**config.mk**
```make
export PLATFORM = sky130hd
export DESIGN_NAME = m68k_bus_responder
export DESIGN_NICKNAME = d
export VERILOG_FILES = /design/src/rtl/toaplan_bus_pkg.sv /design/src/rtl/m68k_bus_responder.sv
export SDC_FILE = /design/constraint.sdc
export NUM_CORES = 1
export LEC_CHECK = 0
export ABC_AREA = 1
export BUFFER_PORTS_ARGS = -buffer_cell sky130_fd_sc_hd__buf_2
export CAP_MARGIN = 0
export CORE_ASPECT_RATIO = 1.5
export CORE_UTILIZATION = 25
export DETAILED_ROUTE_END_ITERATION = 16
export GPL_TIMING_DRIVEN = 0
export MAX_ROUTING_LAYER = met4
export PLACE_DENSITY_LB_ADDON = 0.15
export SYNTH_ARGS = -nofsm -noshare
export SYNTH_HDL_FRONTEND = slang
export SYNTH_SLANG_ARGS = --single-unit
```
**constraint.sdc**
```tcl
create_clock -name clk_sys -period 1.5 [get_ports clk_sys]
set_input_delay 0.3 -clock clk_sys [delete_from_list [all_inputs] [get_ports clk_sys]]
set_output_delay 0.3 -clock clk_sys [all_outputs]
set_load 0.005 [all_outputs]
```
**src/rtl/toaplan_bus_pkg.sv**
```systemverilog
// Shared definitions for the 68000 bus responder: FSM state encoding,
// data/counter widths and the default read value for unmapped accesses.
package toaplan_bus_pkg;

    localparam int unsigned DATA_W = 16;
    localparam int unsigned CNT_W  = 4;

    localparam logic [DATA_W-1:0] UNMAP_DATA_DEFAULT = 16'hFFFF;

    typedef enum logic [2:0] {
        ST_IDLE,
        ST_FAST,
        ST_SLOW,
        ST_ACK,
        ST_DRAIN
    } bus_state_e;

endpackage

```
**src/rtl/m68k_bus_responder.sv**
```systemverilog
// Slave side of the 68000 bus. Latches the decoder selects on the falling
// edge of the address strobe, times the access (fixed wait for fast sources,
// req/ack handshake for slow ones) and returns a registered DTACK and read
// data to the CPU.
//
// Ports:
//   clk_sys      system clock
//   reset_n      asynchronous active-low reset
//   cpu_as_n     68K address strobe, synchronous to clk_sys
//   cpu_rw       1 = read
//   src_cs       per-source selects from the decoder (one-hot expected)
//   src_dout     per-source read data, source n at [16n+15:16n]
//   src_ack      slow-source completion pulse
//   src_req      slow-source request level, held until ack
//   cpu_din      read data to CPU, valid while cpu_dtack_n is low
//   cpu_dtack_n  data acknowledge to CPU
//   multi_hit    sticky flag: more than one select active at latch time
module m68k_bus_responder
    import toaplan_bus_pkg::*;
#(
    parameter int unsigned        NUM_SRC    = 8,
    parameter logic [NUM_SRC-1:0] SLOW_MASK  = NUM_SRC'(8'h03),
    parameter int unsigned        FAST_WAIT  = 2,
    parameter logic [DATA_W-1:0]  UNMAP_DATA = UNMAP_DATA_DEFAULT
) (
    input  logic                        clk_sys,
    input  logic                        reset_n,
    input  logic                        cpu_as_n,
    input  logic                        cpu_rw,
    input  logic [NUM_SRC-1:0]          src_cs,
    input  logic [DATA_W*NUM_SRC-1:0]   src_dout,
    input  logic [NUM_SRC-1:0]          src_ack,
    output logic [NUM_SRC-1:0]          src_req,
    output logic [DATA_W-1:0]           cpu_din,
    output logic                        cpu_dtack_n,
    output logic                        multi_hit
);

    localparam int unsigned IDX_W = (NUM_SRC > 1) ? $clog2(NUM_SRC) : 1;

    // Lowest-index active select wins.
    function automatic logic [IDX_W-1:0] first_hit(input logic [NUM_SRC-1:0] cs);
        first_hit = '0;
        for (int i = int'(NUM_SRC) - 1; i >= 0; i--) begin
            if (cs[i]) begin
                first_hit = IDX_W'(i);
            end
        end
    endfunction

    bus_state_e          state_q, state_d;
    logic [CNT_W-1:0]    cnt_q, cnt_d;
    logic [IDX_W-1:0]    idx_q, idx_d;
    logic                hit_q, hit_d;
    logic                rw_q, rw_d;
    logic [DATA_W-1:0]   din_q, din_d;
    logic [NUM_SRC-1:0]  req_q, req_d;
    logic                dtack_n_q, dtack_n_d;
    logic                multi_q, multi_d;
    logic                pend_q, pend_d;
    logic                as_q;

    logic                as_fall_c;
    logic                start_c;
    logic [IDX_W-1:0]    new_idx_c;
    logic                ack_sel_c;
    logic [DATA_W-1:0]   rd_data_c;

    // as_q resets to "low" so a strobe already low at reset release is not a fall.
    assign as_fall_c = as_q & ~cpu_as_n;
    assign start_c   = (as_fall_c | pend_q) & ~cpu_as_n;
    assign new_idx_c = first_hit(src_cs);
    assign ack_sel_c = src_ack[idx_q];
    assign rd_data_c = src_dout[{idx_q, 4'b0000} +: DATA_W];

    // State and datapath registers.
    always_ff @(posedge clk_sys or negedge reset_n) begin
        if (!reset_n) begin
            state_q   <= ST_IDLE;
            cnt_q     <= '0;
            idx_q     <= '0;
            hit_q     <= 1'b0;
            rw_q      <= 1'b0;
            din_q     <= '0;
            req_q     <= '0;
            dtack_n_q <= 1'b1;
            multi_q   <= 1'b0;
            pend_q    <= 1'b0;
            as_q      <= 1'b0;
        end else begin
            state_q   <= state_d;
            cnt_q     <= cnt_d;
            idx_q     <= idx_d;
            hit_q     <= hit_d;
            rw_q      <= rw_d;
            din_q     <= din_d;
            req_q     <= req_d;
            dtack_n_q <= dtack_n_d;
            multi_q   <= multi_d;
            pend_q    <= pend_d;
            as_q      <= cpu_as_n;
        end
    end

    // Next-state and next-output logic.
    always_comb begin
        state_d   = state_q;
        cnt_d     = cnt_q;
        idx_d     = idx_q;
        hit_d     = hit_q;
        rw_d      = rw_q;
        din_d     = din_q;
        req_d     = req_q;
        dtack_n_d = 1'b1;
        multi_d   = multi_q;
        pend_d    = pend_q;

        unique case (state_q)
            ST_IDLE: begin
                pend_d = 1'b0;
                if (start_c) begin
                    idx_d = new_idx_c;
                    hit_d = |src_cs;
                    rw_d  = cpu_rw;
                    if (|(src_cs & (src_cs - NUM_SRC'(1)))) begin
                        multi_d = 1'b1;
                    end
                    if ((|src_cs) && SLOW_MASK[new_idx_c]) begin
                        state_d = ST_SLOW;
                        req_d   = NUM_SRC'(1) << new_idx_c;
                    end else begin
                        state_d = ST_FAST;
                        cnt_d   = CNT_W'(FAST_WAIT - 1);
                    end
                end
            end

            ST_FAST: begin
                if (cpu_as_n) begin
                    state_d = ST_IDLE;
                end else if (cnt_q == '0) begin
                    state_d   = ST_ACK;
                    dtack_n_d = 1'b0;
                    if (rw_q) begin
                        din_d = hit_q ? rd_data_c : UNMAP_DATA;
                    end
                end else begin
                    cnt_d = cnt_q - CNT_W'(1);
                end
            end

            ST_SLOW: begin
                if (ack_sel_c) begin
                    req_d = '0;
                    // Ack coinciding with strobe release completes silently.
                    if (cpu_as_n) begin
                        state_d = ST_IDLE;
                    end else begin
                        state_d   = ST_ACK;
                        dtack_n_d = 1'b0;
                        if (rw_q) begin
                            din_d = rd_data_c;
                        end
                    end
                end else if (cpu_as_n) begin
                    state_d = ST_DRAIN;
                end
            end

            ST_DRAIN: begin
                // Remember a new strobe fall; forget it if the strobe rises again.
                pend_d = (pend_q & ~cpu_as_n) | as_fall_c;
                if (ack_sel_c) begin
                    req_d   = '0;
                    state_d = ST_IDLE;
                end
            end

            ST_ACK: begin
                if (cpu_as_n) begin
                    state_d = ST_IDLE;
                end else begin
                    dtack_n_d = 1'b0;
                end
            end

            default: begin
                state_d = ST_IDLE;
                req_d   = '0;
            end
        endcase
    end

    assign src_req     = req_q;
    assign cpu_din     = din_q;
    assign cpu_dtack_n = dtack_n_q;
    assign multi_hit   = multi_q;

endmodule
```
==> impl_metrics.toml, run 1 <==
[yosys]
synth_cell_types = 35
syn_avg_cell_area_um2 = 6.396
synth_seq_area_share = 0.3067
ys_warn_count = 0
synthesis.nets = 661
synthCells = 511
ys_ff_latch = 40
syn-cell-area_um2 = 3268

[setup_path]
criticalPathCategory = "reg2reg"
crit_buf_inv = 3
crit_fanout = 10
cp.required_ns = 1.68
r2r-start = "idx_q[0]$_DFFE_PN0P_"
cpPeakStageDelay_ns = 0.37
cp_slowest_cell = "dfrtp_1"
end_kind = "flop"
arrival_ns = 1.74
cpLargestDelayFamily = "buffers and inverters"
startpoint = "idx_q[0]$_DFFE_PN0P_"
worstPathCellList = "buf_6, buf_4, buf_6, nand2_1, nand3_1, nand3_1, o21ai_0, a21oi_1, o21ai_2"
startpoint_type = "flop"

[pwr]
vdd_drop_max_mv = 0.9127
seq_power_share = 0.195
switchingPower_uw = 4113
comb_power_share = 0.657
swShare = 0.4672
p_per_area_nw_per_um2 = 1734
finalPower_uw = 8803
power_frac_clock = 0.148
p_int_uw = 4690
p_leak_uw = 0.002737

[cts]
clock_sinks = 40
clk_pin_slew_ns = 0.06
clockRootBuffer = "clkbuf_16"
cts_made_buffers = 5
h-tree-depth = 2
insertion_delay_ns = 0.29
clockBufferDepth = 2
cts_tree = "yes"

[route]
wirelength_mm = 13.51
routedWlPerCell_um = 15.46
drtIter0Drc = 120
drcViolationCount = 0
vias_per_cell = 4.779
ant_nets = 0
drt_pre_antenna_iters = 4
via_count = 4177

[final_layout]
mostFrequentLayoutCells = "buf_2 (175), nand2_1 (161), nand3_1 (71)"
layout-drive-gt1-share = 0.4582
area_growth_pct = 55.32
n_antenna_cell = 0
postLayoutCellArea_um2 = 5076
nets = 867
final_common_cell = "buf_2"

[timing]
tns_ns = -0.9265
slew-limit-headroom = 0.3681
fmax_ghz = 0.6395
fin_hold_ws_ns = 0.1588
worst_pin_slew_ns = 0.9479
layout_setup_ws_ns = -0.06365
min_period_ns = 1.564
slew_viol_final = 0
rsz0062_at_grt = "true"
final.setup_skew_ns = 0.004274
hold_viol = 0
fin_crit_sh = 1.042
setup_viol = 23

[grt]
track_usage = 0.2010
top_usage_layer = "met2"
overflow = 0
grtUsageMet1 = 0.2154
antenna_found_initial = 0
grt_max_degree = 41
met2_usage = 0.3752
grt_pass1_wl_mm = 19.91
use_met3 = 0.02671
grt_pass1_vias = 4113

[die]
die_width_um = 95.36
core_um2 = 12640
die-area_um2 = 13540
row_count = 50
ios = 174
die_y_um = 142.0
start_util = 0.2586

[placed_design]
routabilityCongestion = 0.8529
pre_cts_ws_ns = -0.3910
port_buffers = 173
detailed_place_hpwl_mm = 10.54
placed_area_um2 = 4329

[outcome]
violations = "setup timing"
status = "finished, violations left"

[worst_hold_path]
hold_class = "in2async"

[run]
cap_violations = 0
-- power groups by stage --
stage	combinational, uW	sequential (uW)	clock, uW
2_1_floorplan	3020	1670	0
3_3_place_gp	4370	1710	0
3_5_place_dp	4440	1710	0
4_1_cts	5400	1710	1330
5_1_grt	6360	1760	1380
6_report	5780	1720	1300
-- repair_timing --
item | in CTS | in global routing
endpoints found under the setup margin | 34 | 33
resized for setup | 90 | 26
setup buffers | 19 | 5
pin swaps | 17 | 12
gates cloned | 2 | 1
hold buffers | 0 | 0
-- routing by layer --
metal	up-vias	share of wire
li1	2094	-
met4	0	0.029
met2	153	0.54
met1	1906	0.37
met3	24	0.055
met5	-	0
-- state kept, by name (all words and copies together), names as in the netlist, 3 cells and up --
signal and cells:
state_q 3, cpu_din 16, cnt_q 4, src_req 8, idx_q 3
-- worst paths after layout --
| path | endpoint | slack, ns | cells after the start |
|---|---|---|---|
| worst max-delay path | cpu_din[1]$_DFFE_PN0P_ | -0.06 | 9 |
| worst min-delay path | cpu_din[4]$_DFFE_PN0P_ | 0.16 | 1 |
| worst max register to register | cpu_din[1]$_DFFE_PN0P_ | -0.06 | 9 |
| worst min register to register | src_req[6]$_DFFE_PN0P_ | 0.46 | 2 |
| max in group asynchronous | state_q[0]$_DFFE_PN0P_ | 0.70 | 1 |
| min in group clk_sys | as_q$_DFF_PN0_ | 0.20 | 1 |
-- layout make-up --
class | count | area (um2)
clock buffers | 6 | 138.9
well taps | 156 | 195.2
fillers | 1403 | 7561
repair buffers | 199 | 1101
flip-flops and latches | 40 | 1003
multi-input cells | 400 | 2177
plain buffers | 30 | 265.3
clock inverters | 2 | 38.79
inverters | 41 | 156.4
-- synth_stat cells (all sizes together) --
master,number,area [um2]
o21ai,46,290.3
a21oi,46,230.2
a31oi,1,6.260
or2,1,6.260
dfstp,1,26.28
a41oi,1,8.760
nor3,2,10.01
nand4,2,12.51
buf,24,141.4
ha,2,25.02
o21a,1,7.510
a21o,1,7.510
nor2,23,93.84
xnor2,2,17.52
dfrtp,39,975.9
a22o,1,8.760
inv,41,156.4
o2111ai,1,8.760
clkbuf,7,26.28
nand3,81,440.4
o211ai,1,7.510
nand2,183,716.9
o31ai,3,37.54
o22ai,1,6.260
-- logic make-up (layout without fill, tap and decap cells) --
kind of cell | count (synthesis) | count (layout) | synth area share
AOI/OAI and AO/OA | 103 | 103 | 0.1895
xor gates and xnor gates | 2 | 2 | 0.005361
DFF | 40 | 40 | 0.3067
and+or+nand+nor | 292 | 293 | 0.3917
buffers and inverters | 72 | 278 | 0.09916
adders and majority gates | 2 | 2 | 0.007656
-- metrics by stage --
step,utilization,std cells
2_1_floorplan,-,511
3_3_place_gp,0.3426,840
3_5_place_dp,0.3426,840
4_1_cts,0.3907,868
5_1_grt,0.4017,874
6_report,0.4017,874
Note: power is estimated with default switching activity, not from simulation.
==> run 2, diff against run 1 <==
REMOVE_ABC_BUFFERS = 1   (was default)
==> run 2 against run 1 <==
Effect of this change:
- the flow still finishes with violations (setup timing)
- fmax is 9.5% lower
- non-clock buffer count down 12
- die area stayed put
- via count up 0.55%
- register-to-register slack got worse by 0.16 ns
- critical path depth rose by 2
- sequential power is 8% higher
- final cell count down 1.0%
- count of clock-buffer cells in the layout grew 1
- sequential share of layout area down 0.15 points
- total power increased by 3.0%
- critical path type unchanged
- largest power group unchanged
==> impl_metrics.toml, run 2 (synthesized netlist as in run 1, its figures left out) <==
[outcome]
status = "finished, violations left"
violations = "setup timing"

[timing]
fmax_ghz = 0.5789
slew_viol_final = 0
worst_pin_slew_ns = 0.9692
hold_viol = 0
slew-limit-headroom = 0.3539
setup_viol = 28
layout_setup_ws_ns = -0.2275
fin_crit_sh = 1.152
min_period_ns = 1.728
rsz0062_at_grt = "true"
final.setup_skew_ns = 0.009922

[final_layout]
largest_reg_flops = 16
n_antenna_cell = 0
fillers = 1352
area_growth_pct = 58.23
layout-drive-gt1-share = 0.4528
final_common_cell = "buf_2"
mostFrequentLayoutCells = "buf_2 (173), nand2_1 (147), nand3_1 (69)"
nets = 858

[setup_path]
arrival_ns = 1.94
end_kind = "flop"
reg2reg_to = "cpu_din[12]$_DFFE_PN0P_"
crit_path_end = "cpu_din[12]$_DFFE_PN0P_"
startpoint = "idx_q[0]$_DFFE_PN0P_"
r2r-start = "idx_q[0]$_DFFE_PN0P_"
r2r.worst_path.cells = 11
criticalPathCategory = "reg2reg"
cp.required_ns = 1.71
startpoint_type = "flop"
crit_fanout = 7
r2r_setup_slack_ns = -0.23

[route]
wirelength_mm = 14.15
drt_pre_antenna_iters = 4
drtIter0Drc = 108
drcViolationCount = 0
vias_per_cell = 4.855
routedWlPerCell_um = 16.36
via_count = 4200
ant_nets = 0

[cts]
clockBufferDepth = 2
cts_hold_buf = 0
clk_pin_slew_ns = 0.06
insertion_delay_ns = 0.29
cts_tree = "yes"
clockRootBuffer = "clkbuf_16"
clock_sinks = 40
cts_made_buffers = 5
h-tree-depth = 2

[grt]
overflow = 0
grt_max_degree = 50
track_usage = 0.2071
grt_pass1_vias = 3990
grt_pass1_wl_mm = 20.37
antenna_found_initial = 0

[pwr]
p_per_area_nw_per_um2 = 1753
p_leak_uw = 0.002729
vdd_drop_max_mv = 0.7655
finalPower_uw = 9067

[placed_design]
detailed_place_hpwl_mm = 7.749
pre_cts_ws_ns = -1.648
port_buffers = 173
routabilityCongestion = 0.8610

[run]
cap_violations = 0

[worst_hold_path]
hold_class = "in2async"

[die]
start_util = 0.2586
die-area_um2 = 13540
row_count = 50
die_y_um = 142.0
die_width_um = 95.36
ios = 174
core_um2 = 12640
-- run 2: worst max-delay path, cell delays in order, from the launching register on --
cell and delay, ns:
dfrtp_4 0.55, buf_12 0.17, inv_16 0.08, nand2_4 0.06
nand3_4 0.07, nand3_4 0.10, nand2_4 0.12, nand2_8 0.08
nand3_4 0.12, clkbuf_16 0.18, nand2_2 0.05, o21ai_2 0.05
-- run 2: layer usage --
layer / track usage / share of wire
met4: 0.05821 / 0.014
met3: 0.02297 / 0.046
met2: 0.3846 / 0.54
met1: 0.2267 / 0.40
met5: - / 0
-- run 2: report_power, final --
group / internal [uW] / switching [uW] / leakage (uW)
registers: 1450 / 397 / 0.000505
logic: 2620 / 3540 / 0.00216
clock network: 616 / 439 / 0.0000679
total: 4690 / 4380 / 0.00273
-- run 2: stage by stage --
step                      area, um2  hold slack (ns)  TNS [ns]  instances    util
after detailed placement       4183           0.4515    -40.74        810  0.3310
after global routing           5171           0.1881    -6.933        865  0.4092
after CTS                      4852           0.1762    -4.219        853  0.3840
final                          5171           0.1709    -5.066        865  0.4092
after floorplan                3100         0.004409    -39.88        480       -
after global placement         4161           0.4457    -74.65        809  0.3293
-- run 2: how the worst min path moves through the flow --
stage	start	endpoint	slack (ns)
2_1_floorplan	reset_n	as_q$_DFF_PN0_	0.004
3_3_place_gp	src_req[6]$_DFFE_PN0P_	src_req[6]$_DFFE_PN0P_	0.45
3_5_place_dp	src_req[3]$_DFFE_PN0P_	src_req[3]$_DFFE_PN0P_	0.45
4_1_cts	cpu_as_n	as_q$_DFF_PN0_	0.18
5_1_grt	cpu_as_n	as_q$_DFF_PN0_	0.19
6_report	reset_n	src_req[5]$_DFFE_PN0P_	0.17
-- run 2: timing repair --
item / 4_1_cts / 5_1_grt
endpoints found under the hold margin: 0 / 0
resized for setup: 49 / 49
gates cloned: 6 / 1
buffers inserted: 29 / 11
endpoints found under the setup margin: 36 / 32
pin swaps: 11 / 22
-- run 2: area by class of cell --
| class | count | area (um2) | share of cell area |
|---|---|---|---|
| clock buffer | 7 | 132.6 | 0.02565 |
| clock inverter | 1 | 5.005 | 0.0009678 |
| inverter | 41 | 198.9 | 0.03847 |
| multi-input combinational | 401 | 2250 | 0.4350 |
| sequential | 40 | 1015 | 0.1962 |
| tap | 156 | 195.2 | 0.03774 |
| timing repair buffer | 217 | 1358 | 0.2625 |
| timing repair inverter | 2 | 17.52 | 0.003387 |
==> run 3, diff against run 2 <==
TNS_END_PERCENT = 5   (was default)
==> run 3 against run 2 <==
Effect of this change:
- the flow still finishes with violations (setup timing)
- design area down 3.8%
- clock skew down 0.0013 ns
- global-route usage down 1.7 points
- register-to-register slack worse by 0.03 ns
- flip-flop and latch count unchanged
- total power down 6.7%
- core utilization down 1.6 points
- first-iteration DRC count down 1.9%
- non-clock buffer count down 12
- sequential share of layout area up 0.78 points
- fmax down 1.5%
- critical path type unchanged
- largest power group unchanged
- highest routed layer unchanged
==> impl_metrics.toml, run 3 (synthesized netlist as in run 1, its figures left out) <==
[timing]
min_period_ns = 1.754
slew-limit-headroom = 0.3650
fin_crit_sh = 1.169
layout_setup_ws_ns = -0.2538
rsz0062_at_grt = "true"
slew_viol_final = 0
tns_ns = -5.533
worst_pin_slew_ns = 0.9525
setup_viol = 32
hold_viol = 0
fmax_ghz = 0.5702
final.setup_skew_ns = 0.008668

[setup_path]
startpoint_type = "flop"
r2r.worst_path.cells = 10
criticalPathCategory = "reg2reg"
crit_fanout = 7
worstPathCellList = "buf_6, nand2_2, nand3_2, nand3_4, nand2_4, nand2_8, nand3_4, clkbuf_16, nand2_2, o21ai_2"
cp.required_ns = 1.68
cpPeakStageDelay_ns = 0.59
end_kind = "flop"
arrival_ns = 1.93
cp_slowest_cell = "dfrtp_4"

[grt]
grt_pass1_vias = 3927
antenna_found_initial = 0
track_usage = 0.1905
grt_pass1_wl_mm = 19.13
grt_max_degree = 50
overflow = 0

[final_layout]
final_common_cell = "buf_2"
nets = 846
fillers = 1374
layout-drive-gt1-share = 0.4204
area_growth_pct = 52.18
final_core_util = 0.3936
largest_reg_flops = 16
mostFrequentLayoutCells = "buf_2 (173), nand2_1 (155), nand3_1 (72)"
n_antenna_cell = 0

[pwr]
swShare = 0.4867
seq_power_share = 0.223
p_int_uw = 4341
power_frac_clock = 0.125
vdd_drop_max_mv = 0.7749
switchingPower_uw = 4117
finalPower_uw = 8458
p_per_area_nw_per_um2 = 1701
comb_power_share = 0.651
p_leak_uw = 0.002640

[route]
ant_nets = 0
via_count = 4125
drt_pre_antenna_iters = 4
routedWlPerCell_um = 16.21
wirelength_mm = 13.83
vias_per_cell = 4.836
drtIter0Drc = 106
drcViolationCount = 0

[outcome]
status = "finished, violations left"
violations = "setup timing"

[cts]
h-tree-depth = 2
clockBufferDepth = 2
clock_sinks = 40
clk_pin_slew_ns = 0.06
clockRootBuffer = "clkbuf_16"
cts_made_buffers = 5
cts_tree = "yes"
insertion_delay_ns = 0.29

[die]
die_y_um = 142.0
die_width_um = 95.36
start_util = 0.2586
ios = 174
core_um2 = 12640
row_count = 50
die-area_um2 = 13540

[worst_hold_path]
hold_class = "in2async"

[run]
cap_violations = 0

[placed_design]
detailed_place_hpwl_mm = 7.749
routabilityCongestion = 0.8610
port_buffers = 173
pre_cts_ws_ns = -1.648
[run 3: final cells by class]
class	count	area, um2	share of cell area
clock buffer	7	132.6	0.02667
clock inverter	1	5.005	0.001006
inverter	41	186.4	0.03748
multi-input combinational	401	2166	0.4355
sequential	40	1015	0.2040
tap	156	195.2	0.03925
timing repair buffer	205	1256	0.2526
timing repair inverter	2	17.52	0.003522
[run 3: through the flow]
step / hold slack (ns) / cells / area [um2]
after floorplan: 0.004409 / 480 / 3100
after global placement: 0.4457 / 809 / 4161
after detailed placement: 0.4515 / 810 / 4183
after CTS: 0.1762 / 843 / 4705
after global routing: 0.1840 / 853 / 4974
final: 0.1607 / 853 / 4974
[run 3: routing by layer]
layer / track usage / vias up / share of wire
li1: - / 2053 / -
met1: 0.2075 / 1919 / 0.40
met2: 0.3515 / 131 / 0.53
met3: 0.02350 / 22 / 0.043
met4: 0.05742 / 0 / 0.025
met5: - / - / 0
[run 3: timing repair]
| item | 4_1_cts | 5_1_grt |
|---|---|---|
| hold buffers | 0 | 0 |
| cloned | 4 | 3 |
| setup buffers | 21 | 7 |
| resized for setup | 37 | 41 |
| endpoints found under the hold margin | 0 | 0 |
| endpoints found under the setup margin | 36 | 35 |
| pin swaps | 6 | 14 |
[run 3: worst paths after layout]
path,slack (ns),from,endpoint
worst max-delay path,-0.25,idx_q[0]$_DFFE_PN0P_,cpu_din[1]$_DFFE_PN0P_
worst min-delay path,0.16,reset_n,src_req[5]$_DFFE_PN0P_
worst max register to register,-0.25,idx_q[0]$_DFFE_PN0P_,cpu_din[1]$_DFFE_PN0P_
worst min register to register,0.46,src_req[4]$_DFFE_PN0P_,src_req[4]$_DFFE_PN0P_
max in group asynchronous,0.64,reset_n,idx_q[2]$_DFFE_PN0P_
min in group clk_sys,0.18,cpu_as_n,as_q$_DFF_PN0_
[run 3: power groups by stage]
stage               combinational [uW]  clock (uW)  sequential (uW)
floorplan                         2570           0             1890
global placement                  3860           0             2080
detailed placement                3820           0             1950
CTS                               4910        1090             1870
global route                      6090        1140             1930
finish                            5510        1060             1890
[run 3: worst max-delay path, delay by kind of cell (launching register included)]
kind | cells | cell delay [ns]
compound gates | 1 | 0.04
simple gates | 7 | 0.60
buf+inv | 2 | 0.39
flops | 1 | 0.59
